File: src/rtl/pe_mac_seq.sv
// pe_mac_seq: issues buffer reads and pe_mac controls for one dot product.
// Ports: cmd_* (command in), a_/w_rd_* (buffer reads), mac_* (pe_mac),
// res_* (result out), busy. Optional cmd_abort via PE_MAC_SEQ_ABORT_EN.
module pe_mac_seq #(
  parameter int ADDR_W  = 12,
  parameter int LEN_W   = 12,
  parameter int RD_LAT  = 1,
  parameter int MAC_LAT = 2
) (
  input  logic              aclk,
  input  logic              aresetn,
  input  logic              cmd_valid,
  output logic              cmd_ready,
`ifdef PE_MAC_SEQ_ABORT_EN
  input  logic              cmd_abort,
`endif
  input  logic [LEN_W-1:0]  cmd_len,
  input  logic [ADDR_W-1:0] cmd_a_base,
  input  logic [ADDR_W-1:0] cmd_w_base,
  input  logic [31:0]       cmd_bias,
  output logic              a_rd_en,
  output logic [ADDR_W-1:0] a_rd_addr,
  output logic              w_rd_en,
  output logic [ADDR_W-1:0] w_rd_addr,
  output logic              mac_en,
  output logic              mac_clear_acc,
  output logic [31:0]       mac_bias,
  input  logic [31:0]       mac_dout,
  output logic              res_valid,
  input  logic              res_ready,
  output logic [31:0]       res_data,
  output logic              busy
);

  localparam int DRN = RD_LAT + MAC_LAT;
  localparam int CW  = $clog2(DRN + 1);

  localparam logic [1:0] S_IDLE  = 2'd0;
  localparam logic [1:0] S_ISSUE = 2'd1;
  localparam logic [1:0] S_DRAIN = 2'd2;
  localparam logic [1:0] S_OUT   = 2'd3;

  logic [1:0]        state;
  logic [LEN_W-1:0]  len_q;
  logic [LEN_W-1:0]  idx;
  logic [ADDR_W-1:0] a_base_q;
  logic [ADDR_W-1:0] w_base_q;
  logic [31:0]       bias_q;
  logic [31:0]       res_q;
  logic [CW-1:0]     cnt;
  logic [RD_LAT-1:0] stb_d;
  logic [RD_LAT-1:0] fst_d;
  logic              issue;
  logic              abort;
  logic [ADDR_W-1:0] off;

`ifdef PE_MAC_SEQ_ABORT_EN
  assign abort = cmd_abort && (state != S_IDLE);
`else
  assign abort = 1'b0;
`endif

  assign issue = (state == S_ISSUE);
  assign off   = ADDR_W'(idx);

  always_ff @(posedge aclk or negedge aresetn) begin
    if (!aresetn) begin
      state    <= S_IDLE;
      len_q    <= '0;
      idx      <= '0;
      a_base_q <= '0;
      w_base_q <= '0;
      bias_q   <= '0;
      res_q    <= '0;
      cnt      <= '0;
    end else begin
      unique case (state)
        S_IDLE: begin
          if (cmd_valid) begin
            len_q    <= cmd_len;
            a_base_q <= cmd_a_base;
            w_base_q <= cmd_w_base;
            bias_q   <= cmd_bias;
            idx      <= '0;
            if (cmd_len == '0) begin
              res_q <= cmd_bias;
              state <= S_OUT;
            end else begin
              state <= S_ISSUE;
            end
          end
        end
        S_ISSUE: begin
          idx <= idx + 1'b1;
          if (idx == len_q - 1'b1) begin
            cnt   <= CW'(DRN - 1);
            state <= S_DRAIN;
          end
        end
        S_DRAIN: begin
          cnt <= cnt - 1'b1;
          if (cnt == '0) begin
            res_q <= mac_dout;
            state <= S_OUT;
          end
        end
        S_OUT: begin
          if (res_ready) state <= S_IDLE;
        end
        default: state <= S_IDLE;
      endcase
      if (abort) begin
        state <= S_IDLE;
        idx   <= '0;
      end
    end
  end

  // Strobe and first-term flag follow the buffer read latency so that
  // mac_en lines up with the read data reaching pe_mac.
  always_ff @(posedge aclk or negedge aresetn) begin
    if (!aresetn) begin
      stb_d <= '0;
      fst_d <= '0;
    end else if (abort) begin
      stb_d <= '0;
      fst_d <= '0;
    end else begin
      for (int k = RD_LAT - 1; k > 0; k--) begin
        stb_d[k] <= stb_d[k-1];
        fst_d[k] <= fst_d[k-1];
      end
      stb_d[0] <= issue;
      fst_d[0] <= (idx == '0);
    end
  end

  assign cmd_ready     = (state == S_IDLE);
  assign busy          = (state != S_IDLE);
  assign a_rd_en       = issue;
  assign w_rd_en       = issue;
  assign a_rd_addr     = a_base_q + off;
  assign w_rd_addr     = w_base_q + off;
  assign mac_en        = stb_d[RD_LAT-1];
  assign mac_clear_acc = stb_d[RD_LAT-1] & fst_d[RD_LAT-1];
  assign mac_bias      = bias_q;
  assign res_valid     = (state == S_OUT);
  assign res_data      = res_q;

endmodule

File: config.mk
export PLATFORM = sky130hd
export DESIGN_NAME = pe_mac_seq
export DESIGN_NICKNAME = d
export VERILOG_FILES = /design/src/rtl/pe_mac_seq.sv
export SDC_FILE = /design/constraint.sdc
export NUM_CORES = 1
export LEC_CHECK = 0
export CAP_MARGIN = 0
export CORE_MARGIN = 4
export CORE_UTILIZATION = 25
export DETAILED_ROUTE_END_ITERATION = 12
export GPL_TIMING_DRIVEN = 0
export PLACE_DENSITY_LB_ADDON = 0.1
export SLEW_MARGIN = 25
export SYNTH_ARGS = -nofsm -noshare
export SYNTH_HDL_FRONTEND = slang
export SYNTH_SLANG_ARGS = --single-unit
File: constraint.sdc
create_clock -name aclk -period 3.7 [get_ports aclk]
set_clock_uncertainty 0.2 [all_clocks]
set_input_delay 0.74 -clock aclk [delete_from_list [all_inputs] [get_ports aclk]]
set_output_delay 0.74 -clock aclk [all_outputs]
set_load 0.02 [all_outputs]
==> run metrics, run 1 <==
Synthesis Warnings 0; measured slew at the worst slew-check pin about 840 ps; drt pass-1 iters 4; reg2reg path depth 11; worst vdd ir 0.000399 V; nets 963; fin. max-slew vios 0; vias in the first global route 5775; CP delay by family, top compound AO/OA/AOI/OAI gates; CP Cell Sequence ha_4 > inv_2 > fa_2 > nor2b_1 > o21ai_1 > a21boi_1 > o21ai_1 > a21oi_2 > mux2_4 > o2111ai_2 > buf_4; initial antenna violation count 0; full die area approximately 28000 µm²; Starting Density 0.254; GRT Util Overall 0.140; ANT cells 0; largest net degree at the start of global routing 70; Core Region between 20000 and 30000 µm²; Synth area leaders dfrtp_1 (46%), mux2_2 (11%), ha_1 (5.9%); count of cell types in the netlist 59; H-tree Lvls 4; DRC Markers 0; crit path capture a_rd_addr[10]; Placed Area 8820 µm²; setup_tns 0 ps; WP buf/inv 2; final wirelength 19700 µm; post-route minimum period 3610 ps; drt initial violations 177; max cap viols 0; Worst setup SP type register; worst hold margin approximately 20 ps; IO buf count 197; clk root buf clkbuf_16; Setup crit end kind output pin; Final Hold Fails 0; delay of the slowest cell on the worst path 400 ps; Remaining Overflow, GRT 0; Worst Setup SP idx[0]$_DFFE_PN0P_; CTS tree yes; final instance area 9560 µm²; reg2reg end res_data[4]$_DFFE_PN0P_; Critical Path RT approximately 2800 ps; CP Max Fanout 3; Mapped Nets 734; io pins 199; CP Class reg2out; DP Worst Slack -444 ps; status finished clean; sequential share of the synthesized area 0.461; WL/cell 16.8 µm; EDFF count, synth 0; clk slew on worst S/H paths 60 ps; Hold-fix buffers, CTS 0; count of endpoints failing setup in the final report 0; Syn Area/Cell 10.7 µm²; max-slew headroom at the worst pin 0.443; Mapped Area 6400 µm²; Levels on crit path 11; async set-reset flop share out of synthesis 1.00; most used cell, CP o21ai_1; cell taking the most area after synthesis dfrtp_1; first-pass GRT wire length roughly 32000 µm; RSZ-0062 raised after global routing true; via count 5293; fmax between 0.2 and 0.3 GHz; CTS Buf Count 17; DPL Wire Length 15000 µm; Slowest-stage cell, CP dfrtp_2; Cell Pwr Density 934 nW/µm²; RePlAce Congestion 0.807; arrival time worst endpoint 2670 ps; post-route setup slack 94.2 ps; area added between synthesis and finish 49.3%; clk sinks around 120; #FFs+latches synth 118; most used flip-flop cell after synthesis dfrtp_1; row count 58; Worst-Skew Late Latency about 410 ps; share of cells above drive strength 1 0.182; chip width about 170 µm; Antenna Violating Nets Remaining 0; chip height 168 µm; Leak Pwr a little over 4 nW; Hold WC Path Type in2async; Clock Tree Buf Depth 2; Worst R2R Setup Slack 600 ps; Cells after Synth 598; vias per cell 4.52; R2R Path Start state[0]$_DFFE_PN0P_; post-synth top area share 0.461; Final Cycle Share 0.975
==> metal layers <==
metal / track usage / vias up / share of wire
li1: - / 2572 / -
met1: 0.163 / 2549 / 0.42
met2: 0.236 / 155 / 0.48
met3: 0.0636 / 17 / 0.092
met4: 0.0332 / 0 / 0.010
met5: 0 / - / 0
==> worst min path at each step <==
stage | from | end | cells past startpoint
2_1_floorplan | aresetn | a_base_q[0]$_DFFE_PN0P_ | 0
5_1_grt | aresetn | w_base_q[9]$_DFFE_PN0P_ | 1
3_5_place_dp | res_data[6]$_DFFE_PN0P_ | res_data[6]$_DFFE_PN0P_ | 2
6_report | aresetn | w_base_q[9]$_DFFE_PN0P_ | 1
4_1_cts | aresetn | w_base_q[9]$_DFFE_PN0P_ | 1
3_3_place_gp | res_data[3]$_DFFE_PN0P_ | res_data[3]$_DFFE_PN0P_ | 2
==> cell type report <==
cell class / instances / area (µm²)
clock inverter: 14 / 141
tap: 330 / 413
inverter: 23 / 86.3
multi-input combinational: 427 / 3330
buffer: 30 / 121
clock buffer: 18 / 429
timing repair buffer: 210 / 2080
fill: 2477 / 15600
sequential: 118 / 2960
==> power breakdown <==
group | leakage [nW] | internal [mW] | switching (mW)
Clock | 0.278 | 0.942 | 0.678
Combinational | 2.31 | 2.42 | 2.60
Sequential | 1.44 | 1.89 | 0.404
==> state kept, by name (all words and copies together), names as in the netlist <==
signal	count
state	2
a_base_q	12
mac_bias	32
len_q	12
cnt	2
mac_en	1
idx	12
fst_d	1
w_base_q	12
res_data	32
==> cell families (layout without fill, tap and decap cells) <==
kind of cell    count (synthesis)  count (layout)  synth area share
buf+inv                        53             295            0.0324
compound gates                103             103             0.100
mux                           101             101             0.170
simple gates                  152             152             0.118
flops                         118             118             0.461
fa+ha+maj                      32              32            0.0649
xor+xnor                       39              39            0.0533
==> stage by stage <==
step	instances	util	total power [mW]
floorplan	598	-	5.14
global placement	1125	0.349	7.17
detailed placement	1126	0.350	7.25
CTS	1166	0.376	8.95
global route	1170	0.380	9.57
finish	1170	0.380	8.93
==> placed cells by master (no fill, tap or decap), types with 24 or more instances in the layout <==
cell type        count
clkbuf_1            24
nor2_1              29
dfrtp_1            116
mux2_2              63
clkdlybuf4s50_1    182
ha_1                28
o21ai_1             37
mux2i_1             37
xnor2_1             26
nand2_1             55
==> cell usage after synthesis, types with 2 or more instances <==
library cell,n
dfrtp_1,118
nand2_1,55
inv_1,22
a21oi_1,16
o21ai_0,22
o21ai_1,35
xnor2_1,26
o31ai_1,2
a21boi_1,2
fa_1,2
mux2i_1,37
o211ai_1,2
buf_1,4
nand2b_1,7
and2_1,2
ha_1,30
o21a_1,2
nand4_1,6
buf_4,2
or3_1,5
o2111ai_1,3
xor2_1,13
mux2_2,64
nor4_1,6
nor3_1,9
nor4b_1,3
a21o_1,4
clkbuf_1,23
nor2b_1,9
nand3b_1,3
nor2_1,29
nand3_1,8
==> what timing repair did <==
item                       CTS  global route
pin swaps                    6            16
buffers inserted             8             4
gates resized for setup     46            28
setup endpoints to repair   16            12
Note: power is estimated with default switching activity, not from simulation.
==> run 2: changes to the inputs <==
--- a/config.mk
+++ b/config.mk
@@ -9,7 +9,7 @@
 export CORE_MARGIN = 4
 export CORE_UTILIZATION = 25
 export DETAILED_ROUTE_END_ITERATION = 12
-export GPL_TIMING_DRIVEN = 0
+export GPL_TIMING_DRIVEN = 1
 export PLACE_DENSITY_LB_ADDON = 0.1
 export SLEW_MARGIN = 25
 export SYNTH_ARGS = -nofsm -noshare
==> run 2 against run 1 <==
Clock-buffer cell count unchanged. Global-route usage fell by 0.55 points. Highest routed layer unchanged. Critical path depth is the same. Largest cell class unchanged. First-iteration DRC count decreased by 33%.
==> run metrics, run 2 (synthesized netlist as in run 1, its figures left out) <==
WP buf/inv 2 (unchanged); chip height 168 µm (unchanged); CP Class reg2out; drt pass-1 iters 4 (unchanged); Critical Path RT 2760 ps (about the same); chip width 168 µm (unchanged); CTS tree yes; CP Cell Sequence ha_2 > inv_2 > fa_2 > nor2b_1 > o21ai_1 > a21boi_1 > o21ai_1 > a21oi_2 > mux2_4 > o2111ai_2 > buf_4; clk sinks 118 (unchanged); Clock Tree Buf Depth 2 (unchanged); M3 GR Usage 0.0603 (-0.00329); Core Region 25200 µm² (unchanged); share of cells above drive strength 1 0.192 (+0.00937); Worst-Skew Late Latency 410 ps (about the same); clk root buf clkbuf_16; area added between synthesis and finish 48.2%; max cap viols 0 (unchanged); status finished clean; non-filler cells, final 1155 (-1.3%); row count 58 (unchanged); RePlAce Congestion 0.803 (-0.47%); worst hold margin 108 ps (+88.0 ps); most common cell after layout, fill and taps aside clkdlybuf4s50_1; M2 GR Usage 0.233 (-0.00332); fmax 0.274 GHz (-1.1%); Slowest-stage cell, CP dfrtp_1; drt initial violations 119 (-33%); CP delay by family, top compound AO/OA/AOI/OAI gates; Worst setup SP type register; vias per cell 4.53 (about the same); initial antenna violation count 0 (unchanged); clk slew on worst S/H paths 60 ps (about the same); most used cell, CP o21ai_1; Cell Pwr Density 928 nW/µm² (-0.64%); Remaining Overflow, GRT 0 (unchanged); first-pass GRT wire length 30100 µm (-4.9%); FILL cells 2460 (-0.69%); commonest non-fill, non-tap cells in the layout clkdlybuf4s50_1 (184), dfrtp_1 (118), mux2_2 (63); Hold WC Path Type in2async; count of endpoints failing setup in the final report 0 (unchanged); Hold-fix buffers, CTS 0 (unchanged); met1 Resource Use GR 0.151 (-0.0126); Final Cycle Share 0.985 (+0.0104); Antenna Violating Nets Remaining 0 (unchanged); via count 5228 (-1.2%); GR peak layer met2; arrival time worst endpoint 2700 ps (+30 ps); vias in the first global route 5599 (-3.0%); max-slew headroom at the worst pin 0.567 (+0.125); RSZ-0062 raised after global routing true; Starting Density 0.254 (unchanged); final instance area 9490 µm² (-0.75%); DRC Markers 0 (unchanged); fin. max-slew vios 0 (unchanged); CP Max Fanout 3 (unchanged); Setup crit end kind output pin; GRT Util Overall 0.135 (-0.00552); final wirelength 18900 µm (-3.6%); measured slew at the worst slew-check pin 644 ps (-192 ps); CTS Buf Count 17 (unchanged); post-route minimum period 3640 ps (+38.5 ps); io pins 199 (unchanged); full die area 28200 µm² (unchanged); ANT cells 0 (unchanged); IO buf count 198 (+0.51%); WL/cell 16.4 µm (-2.4%); Leak Pwr 4.04 nW (about the same); largest net degree at the start of global routing 79 (+13%); H-tree Lvls 4 (unchanged); delay of the slowest cell on the worst path 380 ps (-20 ps); DPL Wire Length 14300 µm (-4.9%); nets 948 (-1.6%); Final Hold Fails 0 (unchanged); Placed Area 8910 µm² (+0.95%); worst vdd ir 0.000326 V (-18%); cell count after placement 1122 (-0.36%)
-- run 2: cell count changes in the layout (fill, tap and decap cells not counted), moves of 4 or more --
cell	before	now
clkinv_4	5	1
clkbuf_1	24	1
buf_1	4	0
buf_4	16	30
-- run 2: through the flow --
stage	util	power (mW)	setup slack, ps	setup TNS, ps
3_5_place_dp	0.354	7.29	-164	-164
3_3_place_gp	0.354	7.23	-95.5	-95.5
2_1_floorplan	-	5.14	498	0
4_1_cts	0.377	8.96	-75.4	-75.4
5_1_grt	0.377	9.43	-108	-232
6_report	0.377	8.81	55.7	0
-- run 2: timing repair --
item                                    CTS  global route
resized for setup                        39            21
pin swaps                                 6             9
endpoints found under the setup margin   13            12
buffers inserted                          1             0
-- run 2: layout make-up --
class                   instances  area [µm²]  area share
clock inverters                14         139      0.0146
inverters                      23        86.3     0.00910
multi-input cells             427        3300       0.348
clock buffers                  18         429      0.0452
well taps                     330         413      0.0435
repair buffers                225        2170       0.229
flip-flops and latches        118        2950       0.311
-- run 2: final timing paths --
check	from	to	slack (ps)	depth (start not counted)
hold / removal	aresetn	w_base_q[9]$_DFFE_PN0P_	110	1
setup / recovery	idx[0]$_DFFE_PN0P_	a_rd_addr[10]	60	11
hold reg to reg	res_data[12]$_DFFE_PN0P_	res_data[12]$_DFFE_PN0P_	280	2
setup reg to reg	state[0]$_DFFE_PN0P_	res_data[5]$_DFFE_PN0P_	940	10
max in group asynchronous	aresetn	mac_bias[24]$_DFFE_PN0P_	2310	2
min in group aclk	res_data[12]$_DFFE_PN0P_	res_data[12]$_DFFE_PN0P_	280	2
-- run 2: layer usage --
metal | wire length [µm] | part of all wire
met5 | 0 | 0
met4 | 221 | 0.012
met3 | 1670 | 0.088
met2 | 9390 | 0.50
met1 | 7660 | 0.40
-- run 2: report_power, final --
| group | total [mW] | internal, mW | switching [mW] | leakage (nW) |
|---|---|---|---|---|
| logic | 4.90 | 2.37 | 2.53 | 2.32 |
| registers | 2.29 | 1.89 | 0.394 | 1.44 |
| clock network | 1.62 | 0.943 | 0.676 | 0.271 |
| total | 8.81 | 5.20 | 3.60 | 4.04 |
==> run 3: changes to the inputs <==
==> constraint.sdc (replaced) <==
create_clock -name aclk -period 3.7 [get_ports aclk]
set_clock_uncertainty 0.2 [all_clocks]
set_input_delay 0.925 -clock aclk [delete_from_list [all_inputs] [get_ports aclk]]
set_output_delay 0.925 -clock aclk [all_outputs]
set_load 0.02 [all_outputs]
==> run 3 against run 2 <==
The flow now finishes with violations (setup timing). Non-clock buffer count grew 14. Die area is the same. Power grew 3.5%. Final cell count grew 1.1%. Sequential share of layout area shrank 0.79 points. Sequential power is essentially flat. Combinational power grew 4.3%. Largest cell class unchanged. Largest power group unchanged.
==> run metrics, run 3 (synthesized netlist as in run 1, its figures left out) <==
H-tree Lvls 4 (unchanged); RePlAce Congestion 0.797 (-0.83%); Core Region 25200 µm² (unchanged); RSZ-0062 raised after global routing true; post-route minimum period 3730 ps (+87.1 ps); FILL cells 2437 (-0.93%); full die area 28200 µm² (unchanged); Overall Power 9.12 mW (+3.5%); Final Cycle Share 1.01 (+0.0235); Hold WC Path Type reg2reg; chip height 168 µm (unchanged); Final Hold Fails 0 (unchanged); status finished with violations; IO buf count 198 (unchanged); vias per cell 4.50 (-0.56%); DP Worst Slack -358 ps (-194 ps); clk root buf clkbuf_16; measured slew at the worst slew-check pin 705 ps (+60.6 ps); drt pass-1 iters 4 (unchanged); largest net degree at the start of global routing 119 (+51%); area added between synthesis and finish 52.0%; clk slew on worst S/H paths 60 ps (about the same); drt initial violations 130 (+9.2%); failing checks setup timing; worst vdd ir 0.000372 V (+14%); Starting Density 0.254 (unchanged); max cap viols 0 (unchanged); via count 5257 (+0.55%); post-route setup slack -31.4 ps (-87.1 ps); nets 962 (+1.5%); final wirelength 19500 µm (+2.9%); fin. max-slew vios 0 (unchanged); first-pass GRT wire length 31400 µm (+4.5%); register area 2950 µm² (unchanged); arrival time worst endpoint 2610 ps (-90 ps); CTS Buf Count 17 (unchanged); commonest non-fill, non-tap cells in the layout clkdlybuf4s50_1 (180), dfrtp_1 (118), mux2_2 (63); CTS tree yes; clk sinks 118 (unchanged); count of endpoints failing setup in the final report 3 (+3); WL/cell 16.7 µm (+1.7%); GRT Util Overall 0.139 (+0.00436); share of cells above drive strength 1 0.224 (+0.0328); Leak Pwr 4.14 nW (+2.5%); CP Class reg2out; Worst setup SP type register; multi-input logic area 3390 µm² (+2.8%); Critical Path RT 2570 ps (-190 ps); fmax 0.268 GHz (-2.3%); Final Util 0.387 (+0.00984); DRC Markers 0 (unchanged); Cell Pwr Density 937 nW/µm² (+0.89%); ANT cells 0 (unchanged); Worst R2R Setup Slack 960 ps (+20 ps); max-slew headroom at the worst pin 0.530 (-0.0371); Remaining Overflow, GRT 0 (unchanged); Antenna Violating Nets Remaining 0 (unchanged); initial antenna violation count 0 (unchanged); DPL Wire Length 14400 µm (+0.87%); Setup crit end kind output pin; Clock Tree Buf Depth 2 (unchanged); Worst-Skew Late Latency 410 ps (about the same); most common cell after layout, fill and taps aside clkdlybuf4s50_1; vias in the first global route 5822 (+4.0%); CP Max Fanout 3 (unchanged); chip width 168 µm (unchanged); row count 58 (unchanged); io pins 199 (unchanged)
==> run 3: cell count changes in the layout (fill, tap and decap cells not counted), moves of 4 or more <==
| cell | previous run | this run |
|---|---|---|
| ha_4 | 0 | 4 |
| buf_4 | 30 | 40 |
| buf_6 | 0 | 6 |
| dlygate4sd2_1 | 3 | 7 |
| inv_6 | 7 | 3 |
| clkdlybuf4s50_1 | 184 | 180 |
| o21ai_2 | 2 | 6 |
==> run 3: report_power, final <==
part           internal (mW)  switching, mW
logic                   2.49           2.62
registers               1.89          0.405
clock network           1.06          0.650
==> run 3: routing by layer <==
metal,global-route usage,part of all wire,vias up
li1,-,-,2568
met1,0.159,0.41,2517
met2,0.235,0.48,154
met3,0.0639,0.091,18
met4,0.0363,0.014,0
met5,0,0,-
==> run 3: repair_timing <==
| action | in CTS | in global routing |
|---|---|---|
| pin swaps | 16 | 23 |
| setup buffers | 7 | 2 |
| hold buffers | 0 | 0 |
| cloned | 0 | 0 |
| setup endpoints to repair | 16 | 13 |
| gates resized for setup | 81 | 20 |
==> run 3: final cells by class <==
type                            count  share of cell area
Clock buffer                       17              0.0437
Clock inverter                     14              0.0181
Inverter                           23             0.00912
Sequential cell                   118               0.303
Tap cell                          330              0.0424
Timing Repair Buffer              239               0.235
Multi-Input combinational cell    427               0.348
==> run 3: per-stage QoR <==
| stage | TNS (ps) | cell area, µm² | hold slack, ps | std cells |
|---|---|---|---|---|
| floorplan | 0 | 6400 | 264 | 598 |
| finish | -76.6 | 9740 | 285 | 1168 |
| global route | -674 | 9740 | 299 | 1168 |
| global placement | -928 | 8970 | 270 | 1130 |
| detailed placement | -1160 | 8970 | 276 | 1130 |
| CTS | -360 | 9640 | 290 | 1167 |
==> run 3: worst max-delay path, cell delays in order, from the launching register on <==
cell and delay [ps]:
dfrtp_1 410, buf_6 120, ha_4 140, inv_4 30
fa_2 360, nor2b_2 130, o21ai_2 80, a21boi_2 180
o21ai_2 80, a21oi_2 210, buf_4 150, xor2_1 140
buf_4 160
==> run 3: path summary, 6_finish.rpt <==
check | startpoint | depth (start not counted) | endpoint
setup / recovery | idx[0]$_DFFE_PN0P_ | 12 | w_rd_addr[8]
hold / removal | res_data[5]$_DFFE_PN0P_ | 2 | res_data[5]$_DFFE_PN0P_
setup reg to reg | len_q[0]$_DFFE_PN0P_ | 9 | state[1]$_DFFE_PN0P_
hold reg to reg | res_data[5]$_DFFE_PN0P_ | 2 | res_data[5]$_DFFE_PN0P_
max in group asynchronous | aresetn | 2 | cnt[1]$_DFFE_PN0P_
min in group asynchronous | aresetn | 2 | w_base_q[9]$_DFFE_PN0P_
